--- src/rtl/can_pkg.sv ---
// rtl/can_pkg.sv - shared state enum, widths and default limits for the CAN transmit scheduler
package can_pkg;

  localparam int CAN_WORD_W         = 32;
  localparam int CAN_CNT_W          = 32;
  localparam int CAN_DEF_TX_TIMEOUT = 50000;
  localparam int CAN_DEF_BUSY_WAIT  = 16;

  typedef enum logic [1:0] {
    ST_IDLE      = 2'd0,
    ST_ISSUE     = 2'd1,
    ST_WAIT_BUSY = 2'd2,
    ST_WAIT_DONE = 2'd3
  } can_tx_state_t;

  // Cycle counters stick at all-ones instead of wrapping back to a small value
  function automatic logic [CAN_CNT_W-1:0] sat_inc(input logic [CAN_CNT_W-1:0] v);
    return (&v) ? v : v + CAN_CNT_W'(1);
  endfunction

endpackage

--- src/rtl/can_tx_sched_pick.sv ---
// rtl/can_tx_sched_pick.sv - winner selection; round-robin with CAN_TX_SCHED_RR_EN, else lowest index wins
module can_tx_sched_pick
  import can_pkg::*;
#(
  parameter  int NUM_REQ = 4,
  localparam int IDX_W   = $clog2(NUM_REQ)
) (
  input  logic [NUM_REQ-1:0] req,
  input  logic [IDX_W-1:0]   rr_ptr,     // first index searched: one past the last winner
  output logic [NUM_REQ-1:0] grant,
  output logic [IDX_W-1:0]   grant_idx
);

`ifdef CAN_TX_SCHED_RR_EN
  // Walk the request vector starting at rr_ptr, wrapping NUM_REQ-1 to 0
  always_comb begin
    int   pos;
    logic found;
    pos       = 0;
    found     = 1'b0;
    grant     = '0;
    grant_idx = '0;
    for (int k = 0; k < NUM_REQ; k++) begin
      pos = (int'(rr_ptr) + k) % NUM_REQ;
      if (!found && req[pos]) begin
        found      = 1'b1;
        grant[pos] = 1'b1;
        grant_idx  = IDX_W'(pos);
      end
    end
  end
`else
  logic unused_rr_ptr;
  assign unused_rr_ptr = ^rr_ptr;

  // Fixed priority: scan from the top so the lowest set index is the last to overwrite
  always_comb begin
    grant     = '0;
    grant_idx = '0;
    for (int i = NUM_REQ - 1; i >= 0; i--) begin
      if (req[i]) begin
        grant     = '0;
        grant[i]  = 1'b1;
        grant_idx = IDX_W'(i);
      end
    end
  end
`endif

endmodule

--- src/rtl/can_tx_sched.sv ---
// rtl/can_tx_sched.sv - CAN transmit scheduler: grants one requester at a time onto the CAN core (CAN_TX_SCHED_RR_EN selects round-robin)
module can_tx_sched
  import can_pkg::*;
#(
  parameter  int NUM_REQ    = 4,
  parameter  int TX_TIMEOUT = CAN_DEF_TX_TIMEOUT,
  parameter  int BUSY_WAIT  = CAN_DEF_BUSY_WAIT,
  localparam int IDX_W      = $clog2(NUM_REQ)
) (
  input  logic                          ap_clk,
  input  logic                          ap_rst_n,
  input  logic [NUM_REQ-1:0]            req_valid,
  input  logic [CAN_WORD_W*NUM_REQ-1:0] req_data,
  output logic [NUM_REQ-1:0]            req_ready,
  output logic [CAN_WORD_W-1:0]         tx_data,
  output logic                          tx_valid,
  input  logic                          tx_ready,
  output logic                          done_valid,
  output logic [IDX_W-1:0]              done_idx,
  output logic                          done_err,
  output logic                          busy
);

  localparam logic [CAN_CNT_W-1:0] TX_LIMIT   = CAN_CNT_W'(TX_TIMEOUT);
  localparam logic [CAN_CNT_W-1:0] BUSY_LIMIT = CAN_CNT_W'(BUSY_WAIT);
  localparam logic [IDX_W-1:0]     LAST_IDX   = IDX_W'(NUM_REQ - 1);

  can_tx_state_t           state;
  logic [CAN_CNT_W-1:0]    cnt;
  logic [CAN_CNT_W-1:0]    cnt_nxt;
  logic [IDX_W-1:0]        rr_ptr;
  logic [IDX_W-1:0]        ptr_nxt;
  logic [IDX_W-1:0]        win_idx;
  logic [IDX_W-1:0]        pick_idx;
  logic [NUM_REQ-1:0]      pick_grant;
  logic [CAN_WORD_W-1:0]   sel_data;
  logic                    grant_en;

  can_tx_sched_pick #(
    .NUM_REQ   (NUM_REQ)
  ) u_pick (
    .req       (req_valid),
    .rr_ptr    (rr_ptr),
    .grant     (pick_grant),
    .grant_idx (pick_idx)
  );

  // Payload word of the requester currently winning arbitration
  always_comb begin
    sel_data = '0;
    for (int i = 0; i < NUM_REQ; i++) begin
      if (pick_grant[i]) begin
        sel_data = req_data[CAN_WORD_W*i +: CAN_WORD_W];
      end
    end
  end

  // Next search origin, saturating count including this cycle, and grant qualifier
  always_comb begin
    ptr_nxt  = (pick_idx == LAST_IDX) ? '0 : pick_idx + IDX_W'(1);
    cnt_nxt  = sat_inc(cnt);
    grant_en = tx_ready && (|req_valid);
  end

  // Scheduler FSM; every output is a register so nothing glitches toward requesters or the core
  always_ff @(posedge ap_clk or negedge ap_rst_n) begin
    if (!ap_rst_n) begin
      state      <= ST_IDLE;
      cnt        <= '0;
      rr_ptr     <= '0;
      win_idx    <= '0;
      req_ready  <= '0;
      tx_data    <= '0;
      tx_valid   <= 1'b0;
      done_valid <= 1'b0;
      done_idx   <= '0;
      done_err   <= 1'b0;
      busy       <= 1'b0;
    end else begin
      req_ready  <= '0;
      tx_valid   <= 1'b0;
      done_valid <= 1'b0;
      done_err   <= 1'b0;
      case (state)
        ST_IDLE: begin
          // A core that is not idle blocks grants even with requests pending
          if (grant_en) begin
            req_ready <= pick_grant;
            tx_data   <= sel_data;
            win_idx   <= pick_idx;
            rr_ptr    <= ptr_nxt;
            busy      <= 1'b1;
            state     <= ST_ISSUE;
          end
        end
        ST_ISSUE: begin
          tx_valid <= 1'b1;
          cnt      <= '0;
          state    <= ST_WAIT_BUSY;
        end
        ST_WAIT_BUSY: begin
          // Core must acknowledge the issue by dropping tx_ready
          if (!tx_ready) begin
            cnt   <= '0;
            state <= ST_WAIT_DONE;
          end else if (cnt_nxt >= BUSY_LIMIT) begin
            done_valid <= 1'b1;
            done_err   <= 1'b1;
            done_idx   <= win_idx;
            busy       <= 1'b0;
            cnt        <= '0;
            state      <= ST_IDLE;
          end else begin
            cnt <= cnt_nxt;
          end
        end
        ST_WAIT_DONE: begin
          // Completion is checked before the timeout so a frame finishing on the last cycle is not aborted
          if (tx_ready) begin
            done_valid <= 1'b1;
            done_err   <= 1'b0;
            done_idx   <= win_idx;
            busy       <= 1'b0;
            cnt        <= '0;
            state      <= ST_IDLE;
          end else if (cnt_nxt >= TX_LIMIT) begin
            done_valid <= 1'b1;
            done_err   <= 1'b1;
            done_idx   <= win_idx;
            busy       <= 1'b0;
            cnt        <= '0;
            state      <= ST_IDLE;
          end else begin
            cnt <= cnt_nxt;
          end
        end
        default: begin
          busy  <= 1'b0;
          state <= ST_IDLE;
        end
      endcase
    end
  end

endmodule

--- config.mk ---
export PLATFORM = sky130hd
export DESIGN_NAME = can_tx_sched
export DESIGN_NICKNAME = d
export VERILOG_FILES = /design/src/rtl/can_pkg.sv /design/src/rtl/can_tx_sched_pick.sv /design/src/rtl/can_tx_sched.sv
export SDC_FILE = /design/constraint.sdc
export NUM_CORES = 1
export LEC_CHECK = 0
export CORE_UTILIZATION = 45
export DETAILED_ROUTE_END_ITERATION = 16
export PLACE_DENSITY = 0.87
export SLEW_MARGIN = 10
export SYNTH_ARGS = -nofsm -noshare
export SYNTH_HDL_FRONTEND = slang
export SYNTH_SLANG_ARGS = --single-unit
--- constraint.sdc ---
create_clock -name ap_clk -period 4.3 [get_ports ap_clk]
set_clock_uncertainty 0.1 [all_clocks]
set_input_delay 0.43 -clock ap_clk [delete_from_list [all_inputs] [get_ports ap_clk]]
set_output_delay 0.43 -clock ap_clk [all_outputs]
set_load 0.03 [all_outputs]
# After elaboration in Yosys (flattened, before gate mapping)
# Index checks and enable logic that the tools add are counted.
totals:
  register_bits: 78
  input_bits: 135
  out_inout_bits: 42
  elab_cells: 77
classes:
  n_addsub: 1
  magnitude_cmp: 2
  eq_ne: 8
  n_mux: 45
  n_reduce_logical: 11
op_table:
  columns: ["cell", "n"]
  rows:
  - ["$mux 32", 9]
  - ["$pmux 32 s3", 1]
  - ["$add 32x1->32 const B", 1]
  - ["$ge 32x16->1 const B", 1]
  - ["$ge 32x5->1 const B", 1]
  - ["$reduce_and 32->1", 1]
  - ["$mux 2", 13]
  - ["$mux 4", 6]
  - ["$mux 1", 11]
  - ["$pmux 2 s4", 1]
  - ["$ne 2x2->1 const B", 3]
  - ["$ne 3x3->1 const B", 2]
  - ["$reduce_bool 3->1", 2]
  - ["$reduce_and 5->1", 1]
  - ["$eq 2x2->1 const B", 2]
  - ["$pmux 1 s2", 2]
  - ["$pmux 2 s2", 1]
  - ["$reduce_and 4->1", 1]
  - ["$reduce_or 4->1", 1]
  - ["$pmux 1 s3", 1]
  - ["$reduce_and 3->1", 1]
  - ["$eq 2x1->1 const B", 1]
  - ["$logic_not 2->1", 1]
  - ["$reduce_and 2->1", 1]
  - ["other kinds (2)", 2]

# Logic depth before layout (Yosys ltp)
logic_depth:
  word_depth: 8
  ltp_mapped: 12

# Modules after synthesis
# Synthesis repeated with hierarchy kept, for this count alone.
unflattened:
  cells_unflattened: 607
  hier_area_um2: 4868.4
by_module_without_submodules:
  columns: ["mod", "n_inst", "cells_per_inst", "area_per_inst_um2"]
  rows:
  - ["can_tx_sched", 1, 598, 4808.4]
  - ["can_tx_sched_pick", 1, 9, 60.1]

# Least setup slack after synthesis
# No wires, ideal clock.
synth_path:
  kind: "register to register"
  start: "register cnt[0]"
  end: "register done_idx[0]"
  t_arrival_ps: 3073
  t_required_ps: 4072
  setup_slack_ps: 999
  stages_incl_launch_ff: 11
  synth_period_minus_slack_ps: 3301
  cell_sequence: "dfrtp_1 > ha_1 > nand4_2 > or3_1 > a2111oi_0 > mux2i_1 > nand4_2 > nor4_4 > nand3_1 > o221ai_2 > mux2_1"
synth_between:
  elab_chain_len: 5
synth_rtl:
  columns: ["element", "line", "rtl"]
  rows:
  - ["start, declared", "can_tx_sched.sv:29", "logic [CAN_CNT_W-1:0] cnt;"]
  - ["start signal, assigned", "can_tx_sched.sv:114", "cnt <= cnt_nxt;"]
  - ["start signal, assigned", "can_tx_sched.sv:134", "cnt <= cnt_nxt;"]
  - ["$add 32x1->32 / $reduce_and 32->1 (equally long branches)", "can_pkg.sv:18", "return (&v) ? v : v + CAN_CNT_W'(1);"]
  - ["$mux 32 (*)", "can_pkg.sv:18", null]
  - ["$ge 32x16->1 / $ge 32x5->1 (equally long branches)", "can_tx_sched.sv:126, can_tx_sched.sv:106", null]
  - ["$ne 3x3->1 (no source line) / $ne 2x2->1 (equally long branches)", null, null]
  - ["$reduce_and 4->1 (no source line) (*)", null, null]
  - ["end signal, assigned", "can_tx_sched.sv:109", "done_idx <= win_idx;"]
  - ["end signal, assigned", "can_tx_sched.sv:122", "done_idx <= win_idx;"]
  - ["end signal, assigned", "can_tx_sched.sv:129", "done_idx <= win_idx;"]
  - ["end, declared", "can_tx_sched.sv:19", "output logic [IDX_W-1:0] done_idx,"]
# Every way passes the cells marked *; elsewhere a longest branch is shown, timed or not.
# A chain may end at the register's enable or synchronous reset.

# Worst setup path in the final report
# Ends and elaborated chain as after synthesis.

==> results.ini <==
[yosys]
netlist_area_um2=4712
ys_async_sr_fraction_pct=100.0
ys_warn_count=0
synthCells=540
ys_ff_latch=78
ys_types=64
synth-edff-count=0
synthFlopType=dfrtp_1
synth_area_per_cell_um2=8.726
ys_seq_area_share_pct=41.42
syn-num-nets=676

[final_layout]
antenna_cells=0
drive_gt1_share_pct=7.429
layout_common_cells=clkdlybuf4s50_1, nor2_1, dfrtp_1, a21oi_1, a22oi_1
area_growth_pct=42.99
nets=831
final_common_cell=clkdlybuf4s50_1
fillCellCount=796

[clock_tree]
post_cts_resized=0
numCtsBuffers=9
post_cts_buffers=0
clock_path_buffers=2
cts_hold_buffers=0
htreeDepth=3
clock-sinks=78
root_buffer=clkbuf_8
clkLatencyLatePin_ps=360
path_clk_slew_ps=90
cts_tree=yes

[critical_path]
reg2reg_to=done_idx[0]
endpoint=done_idx[0]
path_cells=ha_1 -> nand4_2 -> or3_1 -> a2111oi_0 -> mux2i_1 -> nand4_2 -> nor4_4 -> nand3_1 -> o221ai_2 -> mux2_1
cp_common_cell=nand4_2
worstSetupPathType=flop to flop
crit_required_ps=4440
r2r_cells=10
crit_arrival_ps=3860
path_max_fanout=9
rr_startpoint=cnt[0]
reg2reg_setup_slack_ps=580
slowest_delay_ps=460
critPathLaunchType=flop
end_kind=flop
crit_start=cnt[0]
slowest_stage=a2111oi_0

[timing]
clock.fmax_ghz=0.2687
finalCriticalPeriod_ps=3722
final_max_slew_viol_count=0
rsz0062_at_grt=no
fin_setup_tns_ps=0
post-route-period-util_pct=86.55
final-setup-viol-count=0
tightestPinTransition_ps=1006
max_slew_margin_pct=32.92
final_hold_viol_count=0

[grt]
track_usage_pct=29.96
grt_max_degree=79
grt_pass1_wl_um=25740
grt_pass1_vias=5001
grt_overflow=0
antenna_found_initial=0

[placement]
place_hpwl_um=11840
gp_congestion=0.9205
io_buffers=176

[routing]
num_vias=5003
routedWlPerCell_um=19.15
dr.pass1.iters=5
wl_um=15950
remaining_drc_errors=0
via_per_inst=6.006
postRouteAntennaNets=0
drt_iter0_markers=224

[floorplanning]
die_h_um=104.3
die-area_um2=10880
rows=36
dieWidth_um=104.3
num_io_pins=177
start_util_pct=47.34
core_um2=9955

[status]
status=complete, no violations

[job]
drv_cap=0

[min_path]
holdCritPathClass=input port to asynchronous set/reset pin

[power]
total_power_w=0.003115
p_leak_nw=2.656
peakVddDrop_mv=0.3770
p_per_area_nw_per_um2=462.4

-- synthesized netlist by cell type, types with 2 or more instances --
master,number,area share [%]
nor2_1,94,7.5
dfrtp_1,78,41
a21oi_1,39,4.1
a22oi_1,34,5.4
a221oi_1,32,5.9
nand2_1,30,2.4
clkbuf_1,28,2.2
nand3_1,18,1.9
and2_1,15,2.0
o21ai_0,14,1.5
nand4_1,13,1.7
and3_1,12,1.6
xnor2_1,11,2.0
inv_1,9,0.72
nor4_1,8,1.1
or3_1,7,0.93
a31oi_1,6,0.80
nor3_1,6,0.64
buf_2,5,0.53
o31ai_1,5,0.80
buf_4,4,0.64
buf_6,4,0.96
mux2i_1,4,0.85
nor4b_1,4,0.74
o211ai_1,4,0.64
or4_1,4,0.64
nand4_2,3,0.80
or2_2,3,0.40
xor2_1,3,0.56
a211oi_1,2,0.32
a21o_1,2,0.32
and4_1,2,0.37
mux2_1,2,0.48
nand3b_1,2,0.32
nor3_2,2,0.42
nor3b_1,2,0.32
o311ai_1,2,0.37
-- where the power goes --
group          leakage [nW]  internal (W)  switching (W)  total, W
Sequential            0.985      0.000938       0.000140   0.00108
Clock                 0.116      0.000359       0.000284  0.000643
Combinational          1.56      0.000580       0.000814   0.00139
Total                  2.66       0.00188        0.00124   0.00312
-- metal layers --
metal  GRT usage [%]  share of wire, %
met1           34.65                38
met2           50.76                50
met3           9.586               8.1
met4           12.76               3.5
met5               0                 0
-- layout make-up --
type / instances / area, um^2 / area share [%]
clock buffers: 11 / 151.4 / 2.247
clock inverters: 5 / 81.33 / 1.207
inverters: 9 / 33.78 / 0.5014
multi-input cells: 410 / 2516 / 37.34
flip-flops and latches: 78 / 1952 / 28.97
well taps: 133 / 166.4 / 2.470
repair buffers: 187 / 1837 / 27.26
-- stage by stage --
stage | util (%) | hold WS [ps] | worst slack [ps] | instances | area (um^2)
2_1_floorplan | - | 34.41 | 999.2 | 540 | 4712
3_3_place_gp | 65.35 | 366.0 | 669.7 | 817 | 6505
3_5_place_dp | 65.35 | 376.8 | 606.9 | 817 | 6505
4_1_cts | 67.68 | 178.8 | 591.7 | 833 | 6738
5_1_grt | 67.68 | 186.6 | 251.7 | 833 | 6738
6_report | 67.68 | 94.23 | 578.2 | 833 | 6738
-- worst min-delay path by stage --
| stage | endpoint | from |
|---|---|---|
| floorplan | busy | ap_rst_n |
| global placement | done_idx[1] | win_idx[1] |
| detailed placement | done_idx[1] | win_idx[1] |
| CTS | cnt[8] | ap_rst_n |
| global route | cnt[8] | ap_rst_n |
| finish | cnt[8] | ap_rst_n |
-- critical path: cells and delay by family (launching register included) --
kind,cells,cell delay [ps]
compound gates,2,740
mux,2,620
simple gates,5,1470
fa+ha+maj,1,270
flops,1,400
-- flip-flops by register name (all words and copies together) (netlist names) --
| register | flops |
|---|---|
| cnt | 32 |
| tx_data | 32 |
| req_ready | 4 |
| done_idx | 2 |
| state | 2 |
| win_idx | 2 |
| busy | 1 |
| done_err | 1 |
| done_valid | 1 |
| tx_valid | 1 |
-- logic make-up after synthesis --
family	count (synthesis)	synth area share (%)
compound gates	153	23.05
xor+xnor	14	2.602
fa+ha+maj	1	0.2655
buf+inv	52	5.257
flops	78	41.42
mux	7	1.567
simple gates	235	25.84
Power figures use the tool's default switching activity.
